File: config.mk
export PLATFORM = sky130hd
export DESIGN_NAME = clkdiv_ratio_detect
export DESIGN_NICKNAME = d
export VERILOG_FILES = /design/src/rtl/clkdiv_pkg.sv /design/src/rtl/clkdiv_edge_sync.sv /design/src/rtl/clkdiv_ratio_detect.sv
export SDC_FILE = /design/constraint.sdc
export NUM_CORES = 1
export LEC_CHECK = 0
export ABC_AREA = 1
export ABC_CLOCK_PERIOD_IN_PS = 3300
export BUFFER_PORTS_ARGS = -buffer_cell sky130_fd_sc_hd__buf_4
export CORE_MARGIN = 5
export CORE_UTILIZATION = 55
export CTS_CLUSTER_DIAMETER = 120
export CTS_CLUSTER_SIZE = 24
export DETAILED_ROUTE_END_ITERATION = 6
export GPL_TIMING_DRIVEN = 0
export HOLD_SLACK_MARGIN = 0.15
export PLACE_DENSITY = 0.75
export SETUP_SLACK_MARGIN = 0.4
export SYNTH_ARGS = -nofsm -noshare
export SYNTH_HDL_FRONTEND = slang
export SYNTH_SLANG_ARGS = --single-unit
File: constraint.sdc
create_clock -name clk -period 3.3 [get_ports clk]
set_clock_uncertainty 0.15 [all_clocks]
set_input_delay 0.33 -clock clk [delete_from_list [all_inputs] [get_ports clk]]
set_output_delay 0.33 -clock clk [all_outputs]
set_load 0.01 [all_outputs]
File: src/rtl/clkdiv_pkg.sv
// Shared types and constants for the divided-clock ratio detector.
package clkdiv_pkg;

  typedef enum logic [1:0] {
    ACQ  = 2'd0,
    MEAS = 2'd1,
    LOCK = 2'd2
  } state_e;

  localparam logic [1:0] DIV1 = 2'b00;
  localparam logic [1:0] DIV2 = 2'b01;
  localparam logic [1:0] DIV3 = 2'b10;
  localparam logic [1:0] DIV4 = 2'b11;

  localparam int MIN_P = 2;
  localparam int MAX_P = 4;

  // Divide code is the period minus one; only meaningful for MIN_P..MAX_P.
  function automatic logic [1:0] p2code(input int unsigned p);
    return 2'(p - 1);
  endfunction

endpackage

File: src/rtl/clkdiv_edge_sync.sv
// Synchronizes the divided clock into the fast domain and flags its rising edges.
module clkdiv_edge_sync #(
  parameter int SYNC_STAGES = 2
) (
  input  logic clk,
  input  logic rstn,
  input  logic clk_in,
  output logic rise
);

  logic [SYNC_STAGES-1:0] sync_q;
  logic                   s_d_q;

  always_ff @(posedge clk or negedge rstn) begin
    if (!rstn) begin
      sync_q <= '0;
      s_d_q  <= 1'b0;
    end else begin
      sync_q <= {sync_q[SYNC_STAGES-2:0], clk_in};
      s_d_q  <= sync_q[SYNC_STAGES-1];
    end
  end

  assign rise = sync_q[SYNC_STAGES-1] & ~s_d_q;

endmodule

File: src/rtl/clkdiv_ratio_detect.sv
// Measures the period of a divided clock and recovers its divide code, with
// lock, out-of-range and stall reporting.
module clkdiv_ratio_detect
  import clkdiv_pkg::*;
#(
  parameter int SYNC_STAGES = 2,
  parameter int LOCK_CNT    = 4,
  parameter int TIMEOUT     = 15,
  parameter int CW          = 4
) (
  input  logic          clk,
  input  logic          rstn,
  input  logic          en,
  input  logic          clk_in,
  output logic [1:0]    div_coe,
  output logic [CW-1:0] period,
  output logic          locked,
  output logic          lock_pulse,
  output logic          err_range,
  output logic          stalled
);

  localparam int MW = 3;
  localparam logic [CW-1:0] P_SAT = CW'(TIMEOUT);

  logic rise;

  clkdiv_edge_sync #(.SYNC_STAGES(SYNC_STAGES)) u_edge_sync (
    .clk    (clk),
    .rstn   (rstn),
    .clk_in (clk_in),
    .rise   (rise)
  );

  state_e          state_q, state_d;
  logic [CW-1:0]   cnt_q, cnt_d;
  logic [CW-1:0]   last_p_q, last_p_d;
  logic [MW-1:0]   match_q, match_d;
  logic [1:0]      div_coe_q, div_coe_d;
  logic [CW-1:0]   period_q, period_d;
  logic            locked_q, locked_d;
  logic            lock_pulse_q, lock_pulse_d;
  logic            err_q, err_d;
  logic            stalled_q, stalled_d;

  logic            in_range;
  logic [MW-1:0]   match_inc;

  // cnt_q in a rise cycle is the measured period.
  assign in_range  = (cnt_q >= CW'(MIN_P)) && (cnt_q <= CW'(MAX_P));
  assign match_inc = (cnt_q == last_p_q) ? match_q + MW'(1) : MW'(1);

  always_ff @(posedge clk or negedge rstn) begin
    if (!rstn) begin
      state_q      <= ACQ;
      cnt_q        <= '0;
      last_p_q     <= '0;
      match_q      <= '0;
      div_coe_q    <= DIV1;
      period_q     <= '0;
      locked_q     <= 1'b0;
      lock_pulse_q <= 1'b0;
      err_q        <= 1'b0;
      stalled_q    <= 1'b0;
    end else begin
      state_q      <= state_d;
      cnt_q        <= cnt_d;
      last_p_q     <= last_p_d;
      match_q      <= match_d;
      div_coe_q    <= div_coe_d;
      period_q     <= period_d;
      locked_q     <= locked_d;
      lock_pulse_q <= lock_pulse_d;
      err_q        <= err_d;
      stalled_q    <= stalled_d;
    end
  end

  always_comb begin
    state_d      = state_q;
    cnt_d        = cnt_q;
    last_p_d     = last_p_q;
    match_d      = match_q;
    div_coe_d    = div_coe_q;
    period_d     = period_q;
    locked_d     = locked_q;
    lock_pulse_d = 1'b0;
    err_d        = 1'b0;
    stalled_d    = stalled_q;

    if (!en) begin
      state_d   = ACQ;
      cnt_d     = '0;
      last_p_d  = '0;
      match_d   = '0;
      div_coe_d = DIV1;
      period_d  = '0;
      locked_d  = 1'b0;
      stalled_d = 1'b0;
    end else if (rise) begin
      // A rise on the saturation cycle still counts; p=TIMEOUT is out of range.
      cnt_d     = CW'(1);
      stalled_d = 1'b0;
      unique case (state_q)
        ACQ: begin
          state_d = MEAS;
          match_d = '0;
        end
        MEAS: begin
          period_d = cnt_q;
          if (in_range) begin
            last_p_d = cnt_q;
            match_d  = match_inc;
            if (match_inc == MW'(LOCK_CNT)) begin
              state_d      = LOCK;
              locked_d     = 1'b1;
              div_coe_d    = p2code(32'(cnt_q));
              lock_pulse_d = 1'b1;
            end
          end else begin
            err_d    = 1'b1;
            match_d  = '0;
            last_p_d = '0;
          end
        end
        LOCK: begin
          period_d = cnt_q;
          if (cnt_q != last_p_q) begin
            state_d  = MEAS;
            locked_d = 1'b0;
            if (in_range) begin
              last_p_d = cnt_q;
              match_d  = MW'(1);
            end else begin
              err_d    = 1'b1;
              match_d  = '0;
              last_p_d = '0;
            end
          end
        end
        default: state_d = ACQ;
      endcase
    end else if (cnt_q == P_SAT) begin
      stalled_d = 1'b1;
      if (state_q != ACQ) begin
        state_d  = ACQ;
        locked_d = 1'b0;
        match_d  = '0;
      end
    end else begin
      cnt_d = cnt_q + CW'(1);
    end
  end

  assign div_coe    = div_coe_q;
  assign period     = period_q;
  assign locked     = locked_q;
  assign lock_pulse = lock_pulse_q;
  assign err_range  = err_q;
  assign stalled    = stalled_q;

endmodule

== Word-level counts from Yosys, hierarchy flattened ==
Cells that the tools add are included.
Word-level totals
  RAM bits: 0
  latch bits: 0
  output and inout port bits: 10
  memories: 0
  logic and storage cells: 104
  ROM bits: 0
  bits in registers: 26
Cells by class
  reduce and logical (&&, ||, !) cells: 10
  eq/ne operators: 21
  bitwise operators: 2
  magnitude comparators: 2
  shifts and indexed selects: 0
  $add $sub $neg: 3
  divide/modulo/power cells: 0
  mux-type cells: 54
  $mul: 0
Operator list (count)
  4-bit two-way mux: 10
  2-bit two-way mux: 12
  3-bit two-way mux: 7
  1-bit two-way mux: 20
  4-bit inequality test, second input constant: 3
  3-bit by 1-bit inequality test with 1-bit output, second input constant: 3
  3-bit case mux with 3 select lines: 1
  2-bit by 1-bit inequality test with 1-bit output, second input constant: 4
  4-bit case mux with 2 select lines: 1
  4-bit AND reduction: 2
  3-bit inequality test, second input constant: 2
  2-bit case mux with 3 select lines: 1
  6-bit AND reduction: 1
  5-bit by 2-bit inequality test with 1-bit output, second input constant: 1
  5-bit AND reduction: 1
  4-bit by 1-bit adder with 4-bit output, second input constant: 1
  4-bit == test: 1
  4-bit == test, second input constant: 1
  4-bit by 2-bit greater-or-equal comparator with 1-bit output, second input constant: 1
  4-bit by 3-bit <= comparator with 1-bit output, second input constant: 1
  4-bit by 2-bit inequality test with 1-bit output, second input constant: 1
  4-bit inequality test: 1
  1-bit case mux with 2 select lines: 2
  3-bit by 1-bit adder with 3-bit output, second input constant: 1
  other kinds (13): 13

== Logic depth before layout (Yosys ltp) ==
  depth in word-level cells: 8
  mapped depth: 11
  depth with buffers taken out: 11

== Hierarchy ==
From an unflattened synthesis, not the netlist that was laid out.
Unflattened totals
  cells, all modules: 171
  area, all modules: 1408.9 sq um
By module, submodules not included
  clkdiv_ratio_detect: area each 1323.8 sq um, instances 1, cells each 166, sequential area each 575.6 sq um
  clkdiv_edge_sync: area each 85.1 sq um, instances 1, cells each 5, sequential area each 75.1 sq um

== Worst setup path after synthesis ==
No wires, ideal clock.
  path type: register to register
  from: register state_q[0]
  to: register last_p_q[1]
  data required time: 3.024 ns
  arrival: 1.404 ns
  slack: 1.619 ns
  stages on the path, launching flop included: 8
  setup time: 0.126 ns
  buffers on the path: 1
  path through: dfrtp_1 inv_1 ha_1 clkdlybuf4s25_2 o31ai_1 inv_1 nand2_2 o21ai_0
On the way
  word-level cells in the longest chain between the ends: 4
RTL lines
  from (decl): line clkdiv_ratio_detect.sv:35  | state_e state_q, state_d;
  from (signal assigned): line clkdiv_ratio_detect.sv:66  | state_q <= state_d;
  2-bit == test / 2-bit by 1-bit == test with 1-bit output (equally long branches): line clkdiv_ratio_detect.sv:104  | unique case (state_q)
  4-bit case mux with 2 select lines: line clkdiv_ratio_detect.sv:104
  4-bit two-way mux: line clkdiv_ratio_detect.sv:100  | end else if (rise) begin
  4-bit two-way mux: line clkdiv_ratio_detect.sv:91  | if (!en) begin
  to (signal assigned): line clkdiv_ratio_detect.sv:68  | last_p_q <= last_p_d;
  to (decl): line clkdiv_ratio_detect.sv:37  | logic [CW-1:0] last_p_q, last_p_d;
Parallel ways exist; a longest one is shown, timed or not. The select of a mux whose other input is x is not followed.
A chain may end at the register's enable or synchronous reset.

== Worst setup path in the final report ==
  from: register cnt_q[0]
  to: register locked_q (netlist: locked)
On the way
  word-level cells in the longest chain between the ends: 5
RTL lines
  from (decl): line clkdiv_ratio_detect.sv:36  | logic [CW-1:0] cnt_q, cnt_d;
  from (signal assigned): line clkdiv_ratio_detect.sv:67  | cnt_q <= cnt_d;
  4-bit == test: line clkdiv_ratio_detect.sv:51  | assign match_inc = (cnt_q == last_p_q) ? match_q + MW'(1) : MW'(1);
  3-bit two-way mux: line clkdiv_ratio_detect.sv:51
  3-bit == test: line clkdiv_ratio_detect.sv:114  | if (match_inc == MW'(LOCK_CNT)) begin
  4-bit inequality test (no line)
  6-bit AND reduction (no line) *
  to (signal assigned): line clkdiv_ratio_detect.sv:72  | locked_q <= locked_d;
  to (decl): line clkdiv_ratio_detect.sv:41  | logic locked_q, locked_d;
Every way passes the cells marked *; elsewhere a longest branch is shown, timed or not.

==> flow_metrics.py <==
metrics = {
    "min_path": {
        "hold_end": "cnt_q[0]",
        "hp-class": "in -> reg",
        "min_from": "en",
        "hold_depth": 3,
    },
    "critical_path": {
        "cp_slowest_cell": "dfrtp_1",
        "crit_top_cell": "nand2_1",
        "rrSetupSlack_ns": 1.37,
        "timing.rr.end": "locked",
        "arrival_ns": 2.02,
        "cp_slowest_stage_delay_ns": 0.50,
        "required_ns": 3.39,
        "worstPathMaxFanout": 7,
        "reg2regPathDepth": 11,
        "path_cells": "inv_1 -> ha_1 -> inv_1 -> nand3_1 -> nand4_1 -> nand2_1 -> nand2_1 -> nor2_1 -> nand3_1 -> nand2_1 -> nand2_1",
        "path_class": "reg -> reg",
        "start_kind": "register",
        "timing.rr.start": "cnt_q[0]",
        "endpoint_kind": "register",
    },
    "route": {
        "first_pass_iters": 4,
        "ant_nets": 0,
        "wire_per_inst_um": 12.86,
        "viasPerCell": 5.416,
        "routed_wl_um": 2753,
        "vias": 1159,
        "drcViolationCount": 0,
        "drt_iter0_drc": 43,
    },
    "synthesis": {
        "yosys.area.top_type": "dfrtp_1",
        "synth_cells": 165,
        "synth.top_cell.area_share_pct": 45.38,
        "yosysWarnings": 0,
        "synthFlopType": "dfrtp_1",
        "ys_seq_area_share_pct": 45.38,
        "synth_area_um2": 1434,
        "synth-edff-count": 0,
        "avgSynthCellArea_um2": 8.690,
        "ys_types": 30,
        "synth_area_leaders": "dfrtp_1 45%, nand2_1 8.6%, ha_1 6.1%",
        "async_reset_ff_share_pct": 100.0,
        "syn_nets": 176,
        "synth_common_cells": "33 x nand2_1, 26 x dfrtp_1, 20 x inv_1, 15 x nand3_1",
        "synth.most_common_cell": "nand2_1",
        "ys_ff_latch": 26,
    },
    "grt": {
        "grt_max_degree": 27,
        "grt_usage_pct": 16.98,
        "first_global_vias": 1110,
        "gr-total-overflow": 0,
        "antenna_found_initial": 0,
        "grt_pass1_wl_um": 4788,
    },
    "clocking": {
        "insertion_delay_ns": 0.33,
        "cts_root_buf": "clkbuf_4",
        "postCtsSetupBuffers": 0,
        "h-tree-depth": 1,
        "ctsResizeCount": 0,
        "clkTransAtPathRegs_ns": 0.14,
        "cts_tree": "done",
        "clock_path_buffers": 2,
        "cts_made_buffers": 3,
        "cts.sinks": 26,
    },
    "sta": {
        "fin_crit_sh_pct": 58.53,
        "max_freq_mhz": 517.7,
        "slew_viol_final": 0,
        "hold_slack_ns": 0.1604,
        "setup_violations": 0,
        "hold_viol": 0,
        "min_period_ns": 1.932,
        "grt_setup_unrepaired": "no",
        "worstMarginPinSlew_ns": 0.4270,
        "fin_tns_setup_ns": 0,
        "slew_headroom_pct": 71.53,
    },
    "cells_and_area": {
        "syn_to_final_growth_pct": 13.35,
        "finalNetCount": 196,
        "antenna_cells": 0,
        "drive_gt1_share_pct": 19.57,
    },
    "power": {
        "ir_worst_vdd_mv": 0.3082,
        "power.density_nw_per_um2": 363.7,
        "power_w": 0.0005911,
        "leakage_nw": 0.8140,
    },
    "placement": {
        "port_buffers": 13,
        "gp_congestion": 0.8367,
        "post-dp-hpwl_um": 2070,
    },
    "die": {
        "die_area_um2": 3728,
        "rows": 18,
        "coreArea_um2": 2477,
        "die_w_um": 61.06,
        "start_util_pct": 57.88,
        "pin_count": 14,
        "die_h_um": 61.06,
    },
    "run_status": {
        "outcome": "completed",
    },
    "job": {
        "drv_cap": 0,
    },
}
==> sequential cells by signal, summed over array words and instances, names as in the netlist <==
signal	flops
stalled	1
last_p_q	4
lock_pulse	1
u_edge_sync.sync_q	2
u_edge_sync.s_d_q	1
state_q	2
locked	1
match_q	3
err_range	1
div_coe	2
period	4
cnt_q	4
==> how the worst max path moves through the flow <==
stage,startpoint,endpoint,slack [ns],cells after the start
after floorplan,state_q[0],last_p_q[1],1.62,7
after global placement,cnt_q[0],locked,1.45,11
after detailed placement,cnt_q[0],locked,1.44,11
after CTS,cnt_q[0],locked,1.41,11
after global routing,cnt_q[0],locked,1.19,11
final,cnt_q[0],locked,1.37,11
==> placed cells by master (no fill, tap or decap), drive strengths merged <==
| cell | synthesis | routed |
|---|---|---|
| xor2 | 1 | 1 |
| dfrtp | 26 | 26 |
| clkbuf | 1 | 5 |
| nand4 | 8 | 8 |
| xnor2 | 3 | 3 |
| nand2 | 37 | 37 |
| o21ai | 14 | 14 |
| o21a | 1 | 1 |
| nor4 | 1 | 1 |
| a21boi | 1 | 1 |
| o31ai | 3 | 3 |
| nor2 | 15 | 15 |
| ha | 7 | 7 |
| dlygate4sd3 | 0 | 2 |
| o22ai | 1 | 1 |
| nand3 | 16 | 16 |
| buf | 1 | 14 |
| clkdlybuf4s25 | 1 | 1 |
| nor3 | 2 | 2 |
| inv | 22 | 22 |
| a21oi | 4 | 4 |
==> power by group <==
group          internal (W)  leakage [nW]  switching (W)
clock             0.0000677        0.0210      0.0000962
sequential         0.000327         0.352     0.00000967
combinational     0.0000309         0.441      0.0000594
total              0.000426         0.814       0.000165
==> routing by layer <==
layer	vias up	part of all wire [%]	wire [µm]	global-route usage, %
li1	578	-	-	-
met1	552	48	1335	23.29
met2	24	45	1248	26.74
met3	5	4.3	119	2.306
met4	0	1.8	50	7.740
met5	-	0	0	0
==> what timing repair did <==
item | CTS | global route
endpoints found under the hold margin | 27 | 0
endpoints found under the setup margin | 0 | 0
hold buffers | 2 | 0
==> cells by family (layout without fill, tap and decap cells) <==
| group | after synthesis | in the layout | synth area share [%] |
|---|---|---|---|
| xor gates and xnor gates | 4 | 4 | 2.967 |
| buffers and inverters | 25 | 44 | 7.504 |
| AOI/OAI and AO/OA | 24 | 24 | 9.599 |
| adders and majority gates | 7 | 7 | 6.108 |
| and+or+nand+nor | 79 | 79 | 28.45 |
| DFF | 26 | 26 | 45.37 |
==> critical path, delay by kind of cell, from the launching register on <==
kind	cells	cell delay [ns]
simple gates	8	0.83
flops	1	0.50
buf+inv	2	0.19
fa+ha+maj	1	0.17
==> per-stage QoR <==
stage / std cells / cell area [µm²] / setup WS, ns / util [%]
6_report: 214 / 1625 / 1.368 / 65.61
5_1_grt: 214 / 1625 / 1.186 / 65.61
4_1_cts: 214 / 1625 / 1.405 / 65.61
3_5_place_dp: 208 / 1569 / 1.441 / 63.33
3_3_place_gp: 208 / 1569 / 1.446 / 63.33
2_1_floorplan: 165 / 1434 / 1.619 / -
==> cell type report <==
| class | count | area (µm²) |
|---|---|---|
| multi-input combinational | 114 | 675.6 |
| tap | 30 | 37.54 |
| inverter | 22 | 82.58 |
| fill | 204 | 852.1 |
| clock buffer | 4 | 36.28 |
| buffer | 3 | 25.02 |
| timing repair buffer | 15 | 117.6 |
| sequential | 26 | 650.6 |
No activity file was read; power rests on OpenSTA's default activity.
